## src/rtl/jk_excitation_counter.sv

```systemverilog
// ---------------------------------------------------------------------------
// jk_excitation_counter
//
// Modulo-MODULUS up/down counter whose state register is a bank of JK
// flip-flop bits. The desired next state is computed first, turned into
// per-bit J/K excitation, and the register then applies exact JK semantics
// bit by bit. Q after an edge always equals the next state seen before it.
//
// Parameters:
//   WIDTH    - counter width in bits
//   MODULUS  - count range 0..MODULUS-1, legal 2..2**WIDTH
//
// Ports:
//   CLK      - clock, rising edge
//   RESET    - asynchronous reset, active-high (Q=0, LOAD_ERR=0)
//   EN       - count enable
//   UP       - direction, 1 = increment, 0 = decrement
//   LOAD     - synchronous parallel load, priority over EN
//   D        - load value
//   Q        - current count (registered)
//   J, K     - per-bit excitation for the next edge (combinational)
//   TC       - terminal count: the coming edge wraps (combinational)
//   LOAD_ERR - registered, last load value was >= MODULUS
//
// Build option:
//   JK_TOGGLE_STYLE_EN - when defined, excitation is toggle style
//                        (J=K=Q^N per bit); otherwise set/reset style
//                        (J=~Q&N, K=Q&~N). Q, TC and LOAD_ERR are identical.
// ---------------------------------------------------------------------------
module jk_excitation_counter #(
    parameter int unsigned WIDTH   = 4,
    parameter int unsigned MODULUS = 10
) (
    input  logic             CLK,
    input  logic             RESET,
    input  logic             EN,
    input  logic             UP,
    input  logic             LOAD,
    input  logic [WIDTH-1:0] D,
    output logic [WIDTH-1:0] Q,
    output logic [WIDTH-1:0] J,
    output logic [WIDTH-1:0] K,
    output logic             TC,
    output logic             LOAD_ERR
);

    // MODULUS may equal 2**WIDTH, so the range compare needs one extra bit.
    localparam logic [WIDTH:0]   MOD_W = (WIDTH+1)'(MODULUS);
    localparam logic [WIDTH-1:0] MAX_Q = WIDTH'(MODULUS - 1);

    logic [WIDTH-1:0] next_q;
    logic             d_ok;

    assign d_ok = ({1'b0, D} < MOD_W);

    // Wrap is by explicit compare; an out-of-range Q is treated as >= MODULUS.
    always_comb begin
        next_q = Q;
        if (LOAD) begin
            next_q = d_ok ? D : '0;
        end else if (EN) begin
            if (UP) begin
                next_q = (Q >= MAX_Q) ? '0 : Q + WIDTH'(1);
            end else begin
                next_q = ((Q == '0) || (Q > MAX_Q)) ? MAX_Q : Q - WIDTH'(1);
            end
        end
    end

`ifdef JK_TOGGLE_STYLE_EN
    assign J = Q ^ next_q;
    assign K = Q ^ next_q;
`else
    assign J = ~Q & next_q;
    assign K = Q & ~next_q;
`endif

    assign TC = EN & ~LOAD & (UP ? (Q == MAX_Q) : (Q == '0));

    always_ff @(posedge CLK or posedge RESET) begin
        if (RESET) begin
            Q        <= '0;
            LOAD_ERR <= 1'b0;
        end else begin
            for (int unsigned i = 0; i < WIDTH; i++) begin
                case ({J[i], K[i]})
                    2'b11:   Q[i] <= ~Q[i];
                    2'b01:   Q[i] <= 1'b0;
                    2'b10:   Q[i] <= 1'b1;
                    default: Q[i] <= Q[i];
                endcase
            end
            if (LOAD) begin
                LOAD_ERR <= ~d_ok;
            end
        end
    end

endmodule

```

## config.mk

```make
export PLATFORM = sky130hd
export DESIGN_NAME = jk_excitation_counter
export DESIGN_NICKNAME = d
export VERILOG_FILES = /design/src/rtl/jk_excitation_counter.sv
export SDC_FILE = /design/constraint.sdc
export NUM_CORES = 1
export LEC_CHECK = 0
export BUFFER_PORTS_ARGS = -buffer_cell sky130_fd_sc_hd__buf_2
export CAP_MARGIN = 20
export CORE_MARGIN = 3
export CORE_UTILIZATION = 45
export CTS_CLUSTER_DIAMETER = 60
export DETAILED_ROUTE_END_ITERATION = 10
export GPL_ROUTABILITY_DRIVEN = 1
export PLACE_DENSITY_LB_ADDON = 0.12
export SYNTH_ARGS = -nofsm -noshare
export SYNTH_HDL_FRONTEND = slang
export SYNTH_SLANG_ARGS = --single-unit
export TNS_END_PERCENT = 1
```

## constraint.sdc

```tcl
create_clock -name CLK -period 2.5 [get_ports CLK]
set_input_delay 0.75 -clock CLK [delete_from_list [all_inputs] [get_ports CLK]]
set_output_delay 0.75 -clock CLK [all_outputs]
set_load 0.05 [all_outputs]
```

After elaboration in Yosys (flattened, before gate mapping)
Index checks and enable logic that the tools add are counted.
{"block": "word_totals", "register_bits": 5, "out_inout_bits": 14, "elab_cells": 52}
{"block": "classes", "reduce_logical": 6, "bitwise": 12, "eq_ne": 13, "order_cmp": 3, "mux": 11, "add_sub_neg": 2}
{"op": "4-bit two-way mux", "n": 6}
{"op": "2-bit == test (second input constant)", "n": 8}
{"op": "1-bit case mux with 3 select lines", "n": 4}
{"op": "3-bit nonzero test", "n": 4}
{"op": "4-bit bitwise AND", "n": 2}
{"op": "2-bit by 1-bit == test with 1-bit output (second input constant)", "n": 4}
{"op": "4-bit NOT", "n": 2}
{"op": "1-bit NOT", "n": 6}
{"op": "4-bit by 1-bit adder with 4-bit output (second input constant)", "n": 1}
{"op": "4-bit == test (second input constant)", "n": 1}
{"op": "4-bit greater-or-equal comparator (second input constant)", "n": 1}
{"op": "4-bit > comparator (second input constant)", "n": 1}
{"op": "4-bit zero test", "n": 1}
{"op": "4-bit < comparator (second input constant)", "n": 1}
{"op": "4-bit by 1-bit subtractor with 4-bit output (second input constant)", "n": 1}
{"op": "1-bit bitwise AND", "n": 2}
{"op": "1-bit logical OR", "n": 1}
{"op": "1-bit two-way mux", "n": 1}

Longest topological paths before layout
Gate-level depths: netlist of the first run.
{"block": "logic_depth", "word_depth": 10, "mapped_depth": 9}

Least setup slack after synthesis of the first run
OpenSTA, ideal clock, no wires.
{"block": "synth_path", "path_type": "reg2out", "startpoint": "register Q[0]", "endpoint": "output port K[3]", "arrival_time_ns": 2.515, "slack_ns": -0.765, "required_time_ns": 1.750, "path_stages_with_launch": 8, "n_path_buf": 0, "path_cell_list": "dfrtp_1 inv_1 ha_1 nor3b_1 o21ai_0 a221oi_2 a311oi_1 ha_1"}
{"block": "synth_via", "elab_chain_len": 8}
{"element": "start, declared", "line_no": "40", "rtl": "output logic [WIDTH-1:0] Q,"}
{"element": "start signal, assigned by index", "line_no": "87", "rtl": "2'b11: Q[i] <= ~Q[i];"}
{"element": "start signal, assigned by index", "line_no": "90", "rtl": "default: Q[i] <= Q[i];"}
{"element": "4-bit > comparator / 4-bit zero test (equally long branches)", "line_no": "65", "rtl": "next_q = ((Q == '0) || (Q > MAX_Q)) ? MAX_Q : Q - WIDTH'(1);"}
{"element": "1-bit logical OR", "line_no": "65"}
{"element": "4-bit two-way mux", "line_no": "65"}
{"element": "4-bit two-way mux *", "line_no": "62", "rtl": "if (UP) begin"}
{"element": "4-bit two-way mux *", "line_no": "61", "rtl": "end else if (EN) begin"}
{"element": "4-bit two-way mux *", "line_no": "59", "rtl": "if (LOAD) begin"}
{"element": "4-bit NOT *", "line_no": "75", "rtl": "assign K = Q & ~next_q;"}
{"element": "4-bit bitwise AND *", "line_no": "75"}
{"element": "end, declared", "line_no": "42", "rtl": "output logic [WIDTH-1:0] K,"}
Every way passes the cells marked *; elsewhere a longest branch is shown, timed or not.

Worst setup path in the final report of the first run
{"block": "layout_path", "startpoint": "register Q[0]", "endpoint": "output port K[1]"}
Same word-level chain as after synthesis.

==> reports/results.ini, run 1 <==
[cts]
clockBufferDepth=2
numCtsBuffers=3
worstSkewPairLatency_ns=0.25
cts_tree=yes
cts.sinks=5
clock-root-buffer=clkbuf_4
h-tree-depth=1
postCtsHoldBufs=0
clk_pin_slew_ns=0.05

[placement]
hpwl_um=1770
gp_congestion=0.848
io_buffers=22
post-place-cells=143
pre_cts_ws_ns=-0.427

[logic_synthesis]
synth_compound_area_frac=0.272
ys_async_sr_fraction=1.00
synth-edff-count=0
yosys_warnings=0
synth_flop_cell=dfrtp_1
syn_area_per_cell_um2=9.24
ys_seq_area_frac=0.163
synth_top_family_by_area=compound AO/OA/AOI/OAI gates
synth_cells=83
synth_area_leader_cell=ha_1
synthXorXnorAreaFrac=0.0343
syn_area_um2=767
synth-simple-area-share=0.176
synth_seq_cells=5
yosys.area.top_type_share=0.261
synth_cell_types=36
syn-num-nets=108
synthAdderAreaFrac=0.261
muxShareOfSynthArea=0.0261
ys_top_cells_by_area=ha_1 26%, dfrtp_1 16%, nor3_1 5.2%

[floorplan]
dieHeight_um=47.3
start_util=0.492
coreArea_mm2=0.00156
fp-row-count=14
fp.dieArea_mm2=0.00224
die_w_um=47.3
ios=23

[global_routing]
antenna_found_initial=0
grt-ovfl-total=0
grt_max_degree=11
gr-usage-all-layers=0.242
grt_first_pass_wirelength_um=3730
grt_pass1_vias=851

[setup_path]
worst_setup_path_end_kind=output pin
critPathMaxStageDelay_ns=0.51
cp.required_ns=1.75
cp.arrival_ns=2.18
crit_chain=inv_6, ha_4, nor3b_4, buf_4, a2111oi_4, a211oi_2, a211o_1, ha_2, buf_8
path_max_fanout=3
start_kind=flop
critical_path_class=flop to output pin
worst-path-buf-inv=3
slowest_stage=dfrtp_4
crit_family=compound AO/OA/AOI/OAI gates

[final_layout]
drive_gt1_frac=0.644
final_common_cell=buf_4
area_growth_pct=77.0
layout_common_cells=29 x buf_4, 13 x buf_2, 6 x nor3_1, 6 x ha_4
instances_no_fill=148
layout.nets=158
diodes=0
filler_cell_count=80
final_core_util=0.871

[sta]
min_period_ns=2.93
setup_violations=8
drv_slew=0
finalHoldViolCount=0
fmax_ghz=0.342
max_slew_margin=0.729
fin_crit_sh=1.17
worst_slack_ns=-0.426
finalClockSkew_ns=0.000663
tightest_slew_ns=0.404
rsz0062_at_grt=yes

[outcome]
violations=setup timing
outcome=complete, but fails checks

[pwr]
switching_share=0.539
p_comb_frac=0.826
pwr-share-clk=0.054
p_int_mw=0.855
p_switching_mw=1.00
peakVddDrop_uv=1090
p_seq_frac=0.121
p_leak_nw=0.596
power_density_mw_per_mm2=1370

[worst_hold_path]
hp-class=input port to async pin

[drt]
routedWlPerCell_um=16.4
via_per_inst=5.83
drtPass1Iterations=4
antenna_left=0
wl_um=2430
drc=0
drtIter0Drc=23
vias=863

[run]
maxCapViolations=0

## registers in the layout (all words and copies together) (netlist names)
| register | cells |
|---|---|
| Q | 4 |
| LOAD_ERR | 1 |
## cell families after synthesis
logic type,after synthesis
simple gates,23
mux,2
buf+inv,11
fa+ha+maj,16
xor+xnor,3
flops,5
compound gates,23
## metrics by stage
| stage | instance area (µm²) | hold WS [ns] | total power, mW | setup TNS [ns] |
|---|---|---|---|---|
| after floorplan | 900 | 0.528 | 1.23 | -1.23 |
| after global routing | 1360 | 0.400 | 1.97 | -3.78 |
| final | 1360 | 0.405 | 1.85 | -2.99 |
| after global placement | 1210 | 0.503 | 1.50 | -2.65 |
| after detailed placement | 1210 | 0.537 | 1.55 | -2.99 |
| after CTS | 1320 | 0.388 | 1.79 | -3.35 |
## power by group through the flow
| stage | registers [mW] | logic, mW | clock network (mW) |
|---|---|---|---|
| after global routing | 0.230 | 1.63 | 0.107 |
| after detailed placement | 0.211 | 1.33 | 0 |
| after CTS | 0.221 | 1.47 | 0.105 |
| after global placement | 0.206 | 1.30 | 0 |
| final | 0.224 | 1.53 | 0.0993 |
| after floorplan | 0.326 | 0.907 | 0 |
## per-layer routing
layer	part of all wire	track usage	vias up
met5	0	0	-
met2	0.54	0.447	31
met4	0.0086	0.116	0
li1	-	-	408
met1	0.41	0.264	422
met3	0.046	0.0383	2
## cell type report
cell class	count	area (µm²)	share of cell area
Clock buffer	4	26.3	0.0194
Inverter	7	33.8	0.0249
Multi-Input combinational cell	67	759	0.559
Sequential cell	5	133	0.0977
Tap cell	16	20.0	0.0147
Timing Repair Buffer	49	385	0.284
## cell usage after synthesis, types with 2 or more instances
library cell  number
nand3b_1           2
nor3_1             8
ha_1              16
mux2i_1            2
xnor2_1            3
nor2_1             3
dfrtp_1            5
a211oi_1           2
buf_2              2
inv_1              7
a21oi_1            4
nand2b_1           2
a31oi_1            2
o21ai_0            2
and3_1             2
## timing repair
item / 4_1_cts / 5_1_grt
resized for setup: 21 / 11
pin swaps: 9 / 5
endpoints found under the setup margin: 8 / 9
setup buffers: 1 / 0
## path summary, 6_finish.rpt
| kind | startpoint | to | slack [ns] | cells after the start |
|---|---|---|---|---|
| hold / removal | RESET | LOAD_ERR | 0.41 | 2 |
| setup reg to reg | Q[0] | Q[1] | 0.28 | 10 |
| hold reg to reg | LOAD_ERR | LOAD_ERR | 0.53 | 2 |
| max in group asynchronous | RESET | Q[0] | 1.89 | 2 |
| setup / recovery | Q[0] | K[1] | -0.43 | 9 |
| min in group CLK | LOAD_ERR | LOAD_ERR | 0.53 | 2 |
No activity file was read; power rests on OpenSTA's default activity.
==> run 2: changes to the inputs <==
Settings changed: BUFFER_PORTS_ARGS -buffer_cell sky130_fd_sc_hd__buf_2 to -buffer_cell sky130_fd_sc_hd__buf_4.
==> reports/results.ini, run 2 (same netlist as run 1, synthesis figures left out) <==
[floorplan]
dieHeight_um=47.3
fp-row-count=14
start_util=0.492
fp.dieArea_mm2=0.00224
coreArea_mm2=0.00156
ios=23
die_w_um=47.3

[global_routing]
grt_first_pass_wirelength_um=3640
busiest_layer=met2
use_met3=0.0307
gr-usage-all-layers=0.233
gr-usage-met2=0.439
antenna_found_initial=0
grt_max_degree=11
grt-ovfl-total=0
use_met1=0.242
grt_pass1_vias=872

[placement]
io_buffers=22
post-place-cells=140
hpwl_um=1660
pre_cts_ws_ns=-0.343
post_dp_cell_area_mm2=0.00124
gp_congestion=0.857

[final_layout]
final_common_cell=buf_4
area_growth_pct=79.3
layout.nets=156
final_core_util=0.882
reg.largest.list=Q x4, LOAD_ERR x1
filler_cell_count=77
instances_no_fill=146
diodes=0
largest_reg_flops=4
drive_gt1_frac=0.638
fin_area_mm2=0.00138
layout_common_cells=39 x buf_4, 6 x nor3_1, 6 x ha_4
top_register=Q

[drt]
via_per_inst=5.66
drc=0
antenna_left=0
wl_um=2450
vias=827
drtPass1Iterations=4
drtIter0Drc=14
routedWlPerCell_um=16.7

[setup_path]
crit_cells=8
slowest_stage=dfrtp_4
path_max_fanout=8
start_kind=flop
crit_start=Q[0]
cp.required_ns=1.75
crit_family=flip-flops
critPathMaxStageDelay_ns=0.51
cp.arrival_ns=2.21
rr_worst_depth=9
r2r_start=Q[0]
reg2reg_slack_ns=0.23
crit_chain=buf_4, ha_1, mux2i_1, xnor2_1, nand3b_1, o311ai_2, ha_2, buf_8
worst_setup_path_end_kind=output pin
worstSetupEndpoint=J[2]
critical_path_class=flop to output pin
reg2reg_to=Q[2]
worst-path-buf-inv=2

[pwr]
peakVddDrop_uv=1150
fin_total_pwr_mw=1.87
pwr-share-clk=0.056
power_density_mw_per_mm2=1360
p_int_mw=0.871
p_switching_mw=0.998
p_comb_frac=0.823
switching_share=0.534
p_seq_frac=0.121
p_leak_nw=0.599

[sta]
whs_ns=0.408
fmax_ghz=0.337
fin_crit_sh=1.19
rsz0062_at_grt=yes
tightest_slew_ns=0.382
setup_violations=8
finalHoldViolCount=0
finalClockSkew_ns=0.00438
worst_slack_ns=-0.465
max_slew_margin=0.746
min_period_ns=2.96
drv_slew=0
setup_tns_ns=-3.23

[cts]
clock-root-buffer=clkbuf_4
worstSkewPairLatency_ns=0.26
cts.sinks=5
h-tree-depth=1
postCtsHoldBufs=0
clk_pin_slew_ns=0.05
clockBufferDepth=2
cts_tree=yes
numCtsBuffers=3

[worst_hold_path]
hp-class=input port to async pin

[outcome]
violations=setup timing
outcome=complete, but fails checks

[run]
maxCapViolations=0

-- run 2: layout make-up --
class	count	area [µm²]	share of cell area
tap	16	20.0	0.0146
multi-input combinational	67	759	0.552
timing repair buffer	47	403	0.293
clock buffer	4	26.3	0.0191
inverter	7	33.8	0.0246
sequential	5	133	0.0965
-- run 2: worst min path at each step --
stage	from	end	slack, ns	depth (start not counted)
2_1_floorplan	RESET	LOAD_ERR	0.53	1
3_3_place_gp	LOAD_ERR	LOAD_ERR	0.51	2
3_5_place_dp	LOAD_ERR	LOAD_ERR	0.52	2
4_1_cts	RESET	LOAD_ERR	0.42	2
5_1_grt	RESET	LOAD_ERR	0.42	2
6_report	RESET	LOAD_ERR	0.41	2
-- run 2: repair_timing --
action                                  in CTS  in global routing
pin swaps                                   10                  9
buffers inserted                             1                  1
endpoints found under the setup margin       8                  8
hold endpoints to repair                     0                  0
gates resized for setup                     14                  7
-- run 2: layer usage --
layer	share of wire	routed length (µm)
met1	0.41	991
met2	0.54	1330
met3	0.038	93
met4	0.014	34
met5	0	0
-- run 2: power groups by stage --
stage / clock network, mW / logic [mW] / registers, mW
after global routing: 0.110 / 1.64 / 0.230
after CTS: 0.104 / 1.48 / 0.219
after floorplan: 0 / 0.907 / 0.326
after detailed placement: 0 / 1.38 / 0.211
after global placement: 0 / 1.34 / 0.206
final: 0.105 / 1.54 / 0.225
